**config.mk**
```make
export PLATFORM = sky130hd
export DESIGN_NAME = cve2_obi_arbiter
export DESIGN_NICKNAME = d
export VERILOG_FILES = /design/src/rtl/cve2_obi_arbiter.sv
export SDC_FILE = /design/constraint.sdc
export NUM_CORES = 1
export LEC_CHECK = 0
export BUFFER_PORTS_ARGS = -buffer_cell sky130_fd_sc_hd__buf_2
export CAP_MARGIN = 20
export CORE_AREA = 2 2 110 112
export CTS_CLUSTER_SIZE = 12
export DETAILED_ROUTE_END_ITERATION = 7
export DIE_AREA = 0 0 112 114
export SLEW_MARGIN = 40
export SYNTH_ARGS = -nofsm -noshare
export SYNTH_HDL_FRONTEND = slang
export SYNTH_SLANG_ARGS = --single-unit
```
**constraint.sdc**
```tcl
create_clock -name clk_i -period 4.4 [get_ports clk_i]
set_input_delay 1.32 -clock clk_i [delete_from_list [all_inputs] [get_ports clk_i]]
set_output_delay 1.32 -clock clk_i [all_outputs]
set_load 0.03 [all_outputs]
```
**src/rtl/cve2_obi_arbiter.sv**
```systemverilog
// Purpose: shares one OBI master port between instruction fetch and LSU, routing responses in order.
// Latency: request, payload and grant are combinational; responses pass straight through in the same cycle.
// Backpressure: holds the selected request until bus_gnt_i; stops requesting while MaxOutstanding are in flight.
module cve2_obi_arbiter #(
  parameter int unsigned MaxOutstanding = 2,
  parameter bit          RoundRobin     = 1'b0
) (
  input  logic        clk_i,
  input  logic        rst_i,
  input  logic        instr_req_i,
  input  logic [31:0] instr_addr_i,
  output logic        instr_gnt_o,
  output logic        instr_rvalid_o,
  output logic [31:0] instr_rdata_o,
  output logic        instr_err_o,
  input  logic        data_req_i,
  input  logic        data_we_i,
  input  logic [3:0]  data_be_i,
  input  logic [31:0] data_addr_i,
  input  logic [31:0] data_wdata_i,
  output logic        data_gnt_o,
  output logic        data_rvalid_o,
  output logic [31:0] data_rdata_o,
  output logic        data_err_o,
  output logic        bus_req_o,
  input  logic        bus_gnt_i,
  output logic        bus_we_o,
  output logic [3:0]  bus_be_o,
  output logic [31:0] bus_addr_o,
  output logic [31:0] bus_wdata_o,
  input  logic        bus_rvalid_i,
  input  logic [31:0] bus_rdata_i,
  input  logic        bus_err_i,
  output logic [2:0]  outstanding_o,
  output logic        proto_err_o
);

  localparam int unsigned     PtrW    = (MaxOutstanding > 1) ? $clog2(MaxOutstanding) : 1;
  localparam logic [2:0]      MaxCnt  = 3'(MaxOutstanding);
  localparam logic [PtrW-1:0] LastPtr = PtrW'(MaxOutstanding - 1);

  // Requester IDs as stored in the FIFO and in owner/last_winner.
  localparam logic OWN_INSTR = 1'b0;
  localparam logic OWN_DATA  = 1'b1;

  typedef enum logic {IDLE, WAIT_GNT} state_e;

  state_e                    state_q;
  logic                      owner_q;
  logic                      last_q, last_d;
  logic [2:0]                count_q, count_d;
  logic [PtrW-1:0]           rd_ptr_q, rd_ptr_d;
  logic [PtrW-1:0]           wr_ptr_q, wr_ptr_d;
  logic [MaxOutstanding-1:0] ids_q, ids_d;
  logic                      proto_err_q, proto_err_d;

  logic sel_owner, cur_owner, can_issue, req, grant, pop, head;

  function automatic logic [PtrW-1:0] ptr_inc(input logic [PtrW-1:0] p);
    return (p == LastPtr) ? '0 : p + 1'b1;
  endfunction

  // Arbitration: pick an owner in IDLE, otherwise stay locked to the latched owner.
  always_comb begin
    sel_owner = OWN_INSTR;
    if (data_req_i && !instr_req_i) begin
      sel_owner = OWN_DATA;
    end else if (data_req_i && instr_req_i) begin
      sel_owner = RoundRobin ? ~last_q : OWN_DATA;
    end
    can_issue = (state_q == IDLE) && (count_q < MaxCnt) && (instr_req_i || data_req_i);
    req       = !rst_i && ((state_q == WAIT_GNT) || can_issue);
    cur_owner = (state_q == WAIT_GNT) ? owner_q : sel_owner;
    grant     = req && bus_gnt_i;
    pop       = bus_rvalid_i && (count_q != 3'd0);
    head      = ids_q[rd_ptr_q];
  end

  // Payload mux: instr fetches are always full-word reads; idle bus drives zeros.
  always_comb begin
    bus_req_o   = req;
    bus_we_o    = 1'b0;
    bus_be_o    = 4'h0;
    bus_addr_o  = 32'h0;
    bus_wdata_o = 32'h0;
    if (req) begin
      if (cur_owner == OWN_DATA) begin
        bus_we_o    = data_we_i;
        bus_be_o    = data_be_i;
        bus_addr_o  = data_addr_i;
        bus_wdata_o = data_wdata_i;
      end else begin
        bus_be_o    = 4'hF;
        bus_addr_o  = instr_addr_i;
      end
    end
  end

  // Grant and response routing back to the requesters.
  always_comb begin
    instr_gnt_o    = grant && (cur_owner == OWN_INSTR);
    data_gnt_o     = grant && (cur_owner == OWN_DATA);
    instr_rvalid_o = pop && (head == OWN_INSTR);
    data_rvalid_o  = pop && (head == OWN_DATA);
    instr_rdata_o  = instr_rvalid_o ? bus_rdata_i : 32'h0;
    instr_err_o    = instr_rvalid_o && bus_err_i;
    data_rdata_o   = data_rvalid_o ? bus_rdata_i : 32'h0;
    data_err_o     = data_rvalid_o && bus_err_i;
    outstanding_o  = count_q;
    proto_err_o    = proto_err_q;
  end

  // Next-state for the in-order ID FIFO, last winner and protocol error flag.
  always_comb begin
    ids_d       = ids_q;
    wr_ptr_d    = wr_ptr_q;
    rd_ptr_d    = rd_ptr_q;
    last_d      = last_q;
    count_d     = count_q;
    proto_err_d = proto_err_q || (bus_rvalid_i && (count_q == 3'd0));
    if (grant) begin
      ids_d[wr_ptr_q] = cur_owner;
      wr_ptr_d        = ptr_inc(wr_ptr_q);
      last_d          = cur_owner;
    end
    if (pop) begin
      rd_ptr_d = ptr_inc(rd_ptr_q);
    end
    case ({grant, pop})
      2'b10:   count_d = count_q + 3'd1;
      2'b01:   count_d = count_q - 3'd1;
      default: count_d = count_q;
    endcase
  end

  // Request FSM: latch the owner when the first request cycle is not granted.
  always_ff @(posedge clk_i or posedge rst_i) begin
    if (rst_i) begin
      state_q <= IDLE;
      owner_q <= OWN_INSTR;
    end else begin
      case (state_q)
        IDLE: begin
          if (can_issue && !bus_gnt_i) begin
            state_q <= WAIT_GNT;
            owner_q <= sel_owner;
          end
        end
        WAIT_GNT: begin
          if (bus_gnt_i) begin
            state_q <= IDLE;
          end
        end
        default: state_q <= IDLE;
      endcase
    end
  end

  // Outstanding-transaction bookkeeping registers.
  always_ff @(posedge clk_i or posedge rst_i) begin
    if (rst_i) begin
      ids_q       <= '0;
      wr_ptr_q    <= '0;
      rd_ptr_q    <= '0;
      last_q      <= OWN_INSTR;
      count_q     <= 3'd0;
      proto_err_q <= 1'b0;
    end else begin
      ids_q       <= ids_d;
      wr_ptr_q    <= wr_ptr_d;
      rd_ptr_q    <= rd_ptr_d;
      last_q      <= last_d;
      count_q     <= count_d;
      proto_err_q <= proto_err_d;
    end
  end

endmodule

```
==> flow_metrics.py, run 1 <==
metrics = {
    "setup_path": {
        "setup.reg_to_reg.worst_slack_ns": 2.33,
        "critical_path.endpoint_type": "output pin",
        "crit_top_cell": "buf_2",
        "cp.arrival_ns": 2.63,
        "cpMaxStageDelayCell": "o31a_1",
        "start_kind": "input pin",
        "crit_family": "buffers and inverters",
        "crit_type": "in -> out",
        "slowest_delay_ns": 0.31,
        "critPathRequiredTime_ns": 3.08,
        "crit_buf_inv": 3,
        "path_max_fanout": 34,
        "crit_chain": "buf_2 -> nor2_1 -> o31a_1 -> nor3_4 -> buf_4 -> and2_2 -> buf_2",
    },
    "drt": {
        "routed_wl_mm": 7.447,
        "drc": 0,
        "drt-pass1-iter-count": 4,
        "antenna_left": 0,
        "viasPerCell": 3.945,
        "routedWlPerCell_um": 10.72,
        "dr.first_iter.drc_count": 41,
        "num_vias": 2742,
    },
    "timing": {
        "fin_tns_setup_ns": 0,
        "worst_slack_ns": 0.4461,
        "maxSlewHeadroom_pct": 58.37,
        "fin_crit_sh_pct": 89.86,
        "drv_slew": 0,
        "skew_ns": 0.001791,
        "max_freq_mhz": 252.9,
        "hold_violations": 0,
        "setup_viol": 0,
        "rsz0062_at_grt": "no",
        "period_minus_slack_ns": 3.954,
        "tightestPinTransition_ns": 0.6245,
    },
    "cts": {
        "cts_sinks": 10,
        "clk_pin_slew_worst_paths_ns": 0.04,
        "clockRootBuffer": "clkbuf_16",
        "htree_levels": 1,
        "cts_tree": "done",
        "hold_buffers": 0,
        "ctsResizeCount": 0,
        "clockBufferDepth": 2,
        "cts_setup_buffers": 0,
        "cts_buffers": 3,
        "clk_latency_ns": 0.23,
    },
    "floorplan": {
        "die-area_um2": 12770,
        "core-area_um2": 11710,
        "rows": 40,
        "ios": 284,
        "die_h_um": 114,
        "die_x_um": 112,
        "initial_core_util_pct": 14.81,
    },
    "cells_and_area": {
        "fin_nets": 692,
        "fillers": 1306,
        "drive_above_1_share_pct": 59.12,
        "area_growth_pct": 95.38,
        "post-route-util_pct": 28.93,
        "antenna_cells": 0,
        "design_area_um2": 3388,
    },
    "job": {
        "cap_viol_max_count": 0,
    },
    "min_path": {
        "hp-class": "reg -> reg",
    },
    "synth": {
        "ys_seq_area_share_pct": 14.43,
        "syn_nets": 417,
        "synth_area_um2": 1734,
        "ys_ff_latch": 10,
        "synth_area_per_cell_um2": 6.306,
        "synth_cell_types": 32,
        "yosysWarnings": 0,
        "synth_cells": 275,
    },
    "grt": {
        "grt_usage_pct": 10.50,
        "gr-usage-met1_pct": 11.97,
        "grt_pass1_vias": 2352,
        "busiest_layer": "met2",
        "antenna_found_initial": 0,
        "grtUsageMet3_pct": 1.594,
        "grt_use_met2_pct": 20.89,
        "overflow": 0,
        "grt_pass1_wl_mm": 11.22,
        "grt_max_degree": 40,
    },
    "placed_design": {
        "io_buffer_count": 283,
        "dpl.hpwl_mm": 6.215,
        "gp_congestion": 0.7795,
        "placed_area_um2": 3313,
        "post-place-ws_ns": 0.4337,
    },
    "outcome": {
        "status": "finished, final reports clean",
    },
    "power_and_ir_drop": {
        "ir_drop_mv": 0.2221,
        "power.density_nw_per_um2": 522.1,
        "power.leakage_nw": 2.144,
    },
}
path summary, 6_finish.rpt:
path                             startpoint  cells after the start               end
min in group asynchronous             rst_i                      3  outstanding_o[1]
setup reg to reg           outstanding_o[2]                      8  outstanding_o[2]
hold reg to reg                 proto_err_o                      1       proto_err_o
max in group asynchronous             rst_i                      3           state_q
hold / removal                  proto_err_o                      1       proto_err_o
setup / recovery                 data_req_i                      7   bus_wdata_o[20]
routing by layer:
metal  routed length (µm)  up-vias
met2                 3753      167
met1                 2934     1167
met5                    0        -
met3                  727        2
met4                   31        0
li1                     -     1406
sequential cells by signal (all words and copies together), names as in the netlist:
name and count:
wr_ptr_q 1, owner_q 1, rd_ptr_q 1, proto_err_o 1, state_q 1, ids_q 2
outstanding_o 3
area by class of cell:
| cell class | instances | area (µm²) | share of cell area (%) |
|---|---|---|---|
| timing repair buffer | 289 | 1474 | 43.50 |
| multi-input combinational | 239 | 1379 | 40.69 |
| sequential | 10 | 250.2 | 7.386 |
| tap | 147 | 183.9 | 5.428 |
| clock buffer | 3 | 75.07 | 2.216 |
| inverter | 7 | 26.28 | 0.7755 |
cell usage in the layout, fill, tap and decap left out, drive strengths merged, types with 2 or more instances in the layout:
cell,n
o31ai,2
clkbuf,3
mux2i,3
and2,100
dfrtp,10
nor3,2
xor2,2
nor2b,3
inv,7
xnor2,3
nand2,68
buf,289
nor2,13
a21oi,33
power breakdown:
part	internal, mW	total, mW	switching (mW)
clock	0.117	0.154	0.0365
sequential	0.139	0.192	0.0534
combinational	0.459	1.42	0.964
worst register-to-register path, stage by stage, from the launching register on:
cell,delay [ns]
dfrtp_1,0.46
o31ai_2,0.40
nand2_1,0.22
ha_1,0.28
inv_1,0.07
fa_1,0.17
xor2_1,0.15
nor2_1,0.06
xor2_1,0.13
metrics by stage:
| step | hold WS, ns | cells | power, mW |
|---|---|---|---|
| final | 0.4561 | 695 | 1.769 |
| after global routing | 0.4778 | 695 | 1.895 |
| after CTS | 0.4686 | 695 | 1.793 |
| after detailed placement | 0.4581 | 692 | 1.633 |
| after global placement | 0.4501 | 692 | 1.631 |
| after floorplan | 0.4668 | 275 | 1.212 |
kinds of logic after synthesis:
group                      after synthesis  share of synthesized area [%]
muxes                                    4                          2.381
xor gates and xnor gates                 5                          2.526
adders and majority gates                2                          1.876
AOI/OAI and AO/OA                       40                          12.84
buffers and inverters                   26                          6.782
DFF                                     10                          14.43
and+or+nand+nor                        188                          59.16
Yosys cell counts, drive strengths merged:
cell type,number,share of area [%]
a21o,1,0.43
a21oi,33,9.5
a22o,1,0.58
a31oi,1,0.36
and2,100,38
buf,7,2.5
clkbuf,12,2.8
dfrtp,10,14
fa,1,1.2
ha,1,0.72
inv,7,1.5
mux2,1,0.65
mux2i,3,1.7
nand2,68,15
nand2b,1,0.79
nor2,13,3.0
nor2b,3,1.2
nor3,2,1.2
nor4,1,0.36
o21ai,1,0.29
o31a,1,0.51
o31ai,2,1.2
xnor2,3,1.5
xor2,2,1.0
Power figures use the tool's default switching activity.
==> inputs of run 2 (changes only) <==
==> constraint.sdc (replaced) <==
create_clock -name clk_i -period 4.8 [get_ports clk_i]
set_input_delay 1.44 -clock clk_i [delete_from_list [all_inputs] [get_ports clk_i]]
set_output_delay 1.44 -clock clk_i [all_outputs]
set_load 0.03 [all_outputs]
==> flow_metrics.py, run 2 (synthesis gave the netlist of run 1 again) <==
metrics = {
    "timing": {
        "tightestPinTransition_ns": 0.6258,
        "maxSlewHeadroom_pct": 58.28,
        "setup_viol": 0,
        "rsz0062_at_grt": "no",
        "drv_slew": 0,
        "skew_ns": 0.004618,
        "fin_crit_sh_pct": 87.74,
        "hold_violations": 0,
        "max_freq_mhz": 237.4,
        "fin_tns_setup_ns": 0,
        "period_minus_slack_ns": 4.212,
    },
    "cells_and_area": {
        "fin_nets": 692,
        "drive_above_1_share_pct": 59.20,
        "fillers": 1292,
        "multi_input_area_um2": 1379,
        "largest_reg_flops": 3,
        "final_cell_mix": "283 x buf_2, 77 x and2_1, 67 x nand2_1",
        "seq_area_um2": 250.2,
        "design_area_um2": 3402,
        "area_growth_pct": 96.18,
        "antenna_cells": 0,
        "final_common_cell": "buf_2",
    },
    "setup_path": {
        "reg2regPathDepth": 8,
        "crit_family": "buffers and inverters",
        "cp.depth": 7,
        "slowest_delay_ns": 0.31,
        "crit_chain": "buf_2 -> nor2_1 -> o31a_1 -> nor3_4 -> buf_4 -> and2_1 -> buf_2",
        "path_max_fanout": 34,
        "critPathRequiredTime_ns": 3.36,
        "cpMaxStageDelayCell": "o31a_1",
        "critical_path.endpoint_type": "output pin",
        "crit_buf_inv": 3,
        "crit_type": "in -> out",
        "setup.reg_to_reg.worst_slack_ns": 2.73,
        "start_kind": "input pin",
        "crit_top_cell": "buf_2",
        "cp.arrival_ns": 2.77,
    },
    "drt": {
        "viasPerCell": 3.954,
        "antenna_left": 0,
        "drt-pass1-iter-count": 4,
        "dr.first_iter.drc_count": 61,
        "drc": 0,
        "routed_wl_mm": 7.429,
        "routedWlPerCell_um": 10.67,
        "num_vias": 2752,
    },
    "cts": {
        "cts_tree": "done",
        "hold_buffers": 0,
        "cts_sinks": 10,
        "clockRootBuffer": "clkbuf_16",
        "cts_setup_buffers": 0,
        "clk_latency_ns": 0.23,
        "clockBufferDepth": 2,
        "cts_buffers": 3,
        "ctsResizeCount": 0,
        "clk_pin_slew_worst_paths_ns": 0.04,
        "htree_levels": 1,
    },
    "floorplan": {
        "ios": 284,
        "core-area_um2": 11710,
        "initial_core_util_pct": 14.81,
        "die_h_um": 114,
        "rows": 40,
        "die-area_um2": 12770,
        "die_x_um": 112,
    },
    "grt": {
        "grt_pass1_wl_mm": 11.03,
        "grt_usage_pct": 10.35,
        "overflow": 0,
        "grt_max_degree": 40,
        "antenna_found_initial": 0,
        "grt_pass1_vias": 2322,
    },
    "power_and_ir_drop": {
        "power.density_nw_per_um2": 483.1,
        "ir_drop_mv": 0.1823,
        "power.leakage_nw": 2.151,
    },
    "placed_design": {
        "placed_area_um2": 3313,
        "io_buffer_count": 283,
        "gp_congestion": 0.7796,
        "dpl.hpwl_mm": 6.216,
    },
    "outcome": {
        "status": "finished, final reports clean",
    },
    "min_path": {
        "holdPathStages": 1,
        "hp-class": "reg -> reg",
    },
    "job": {
        "cap_viol_max_count": 0,
    },
}
==> run 2: cell types whose count changed in the layout (fill, tap and decap cells not counted) <==
cell      delta
clkbuf_8     +1
==> run 2: routing by layer <==
layer | vias to the layer above | global-route usage, % | routed length (µm)
met5 | - | 0 | 0
met4 | 0 | 2.195 | 55
met3 | 4 | 0.9564 | 712
met2 | 173 | 20.69 | 3782
met1 | 1168 | 11.89 | 2878
li1 | 1407 | - | -
==> run 2: cell type report <==
type	instances	share of cell area (%)
clock buffer	4	2.611
tap	147	5.406
timing repair buffer	289	43.32
sequential	10	7.356
multi-input combinational	239	40.53
inverter	7	0.7723
==> run 2: stage by stage <==
step	util (%)	setup WS, ns	cells	hold slack [ns]	total power [mW]
2_1_floorplan	-	0.7134	275	0.4668	1.111
3_3_place_gp	28.29	0.6117	692	0.4557	1.494
3_5_place_dp	28.29	0.5954	692	0.4529	1.497
4_1_cts	29.05	0.5909	696	0.4632	1.666
5_1_grt	29.05	0.4516	696	0.5040	1.760
6_report	29.05	0.5885	696	0.4537	1.644
==> run 2: worst paths after layout <==
path / start / endpoint
setup / recovery: data_req_i / bus_wdata_o[9]
hold / removal: proto_err_o / proto_err_o
setup reg to reg: outstanding_o[2] / outstanding_o[2]
hold reg to reg: proto_err_o / proto_err_o
max in group asynchronous: rst_i / proto_err_o
min in group asynchronous: rst_i / ids_q[1]
==> run 2: power breakdown <==
group	switching, mW	internal (mW)
Clock	0.0369	0.125
Combinational	0.885	0.421
Sequential	0.0488	0.127
Total	0.971	0.673
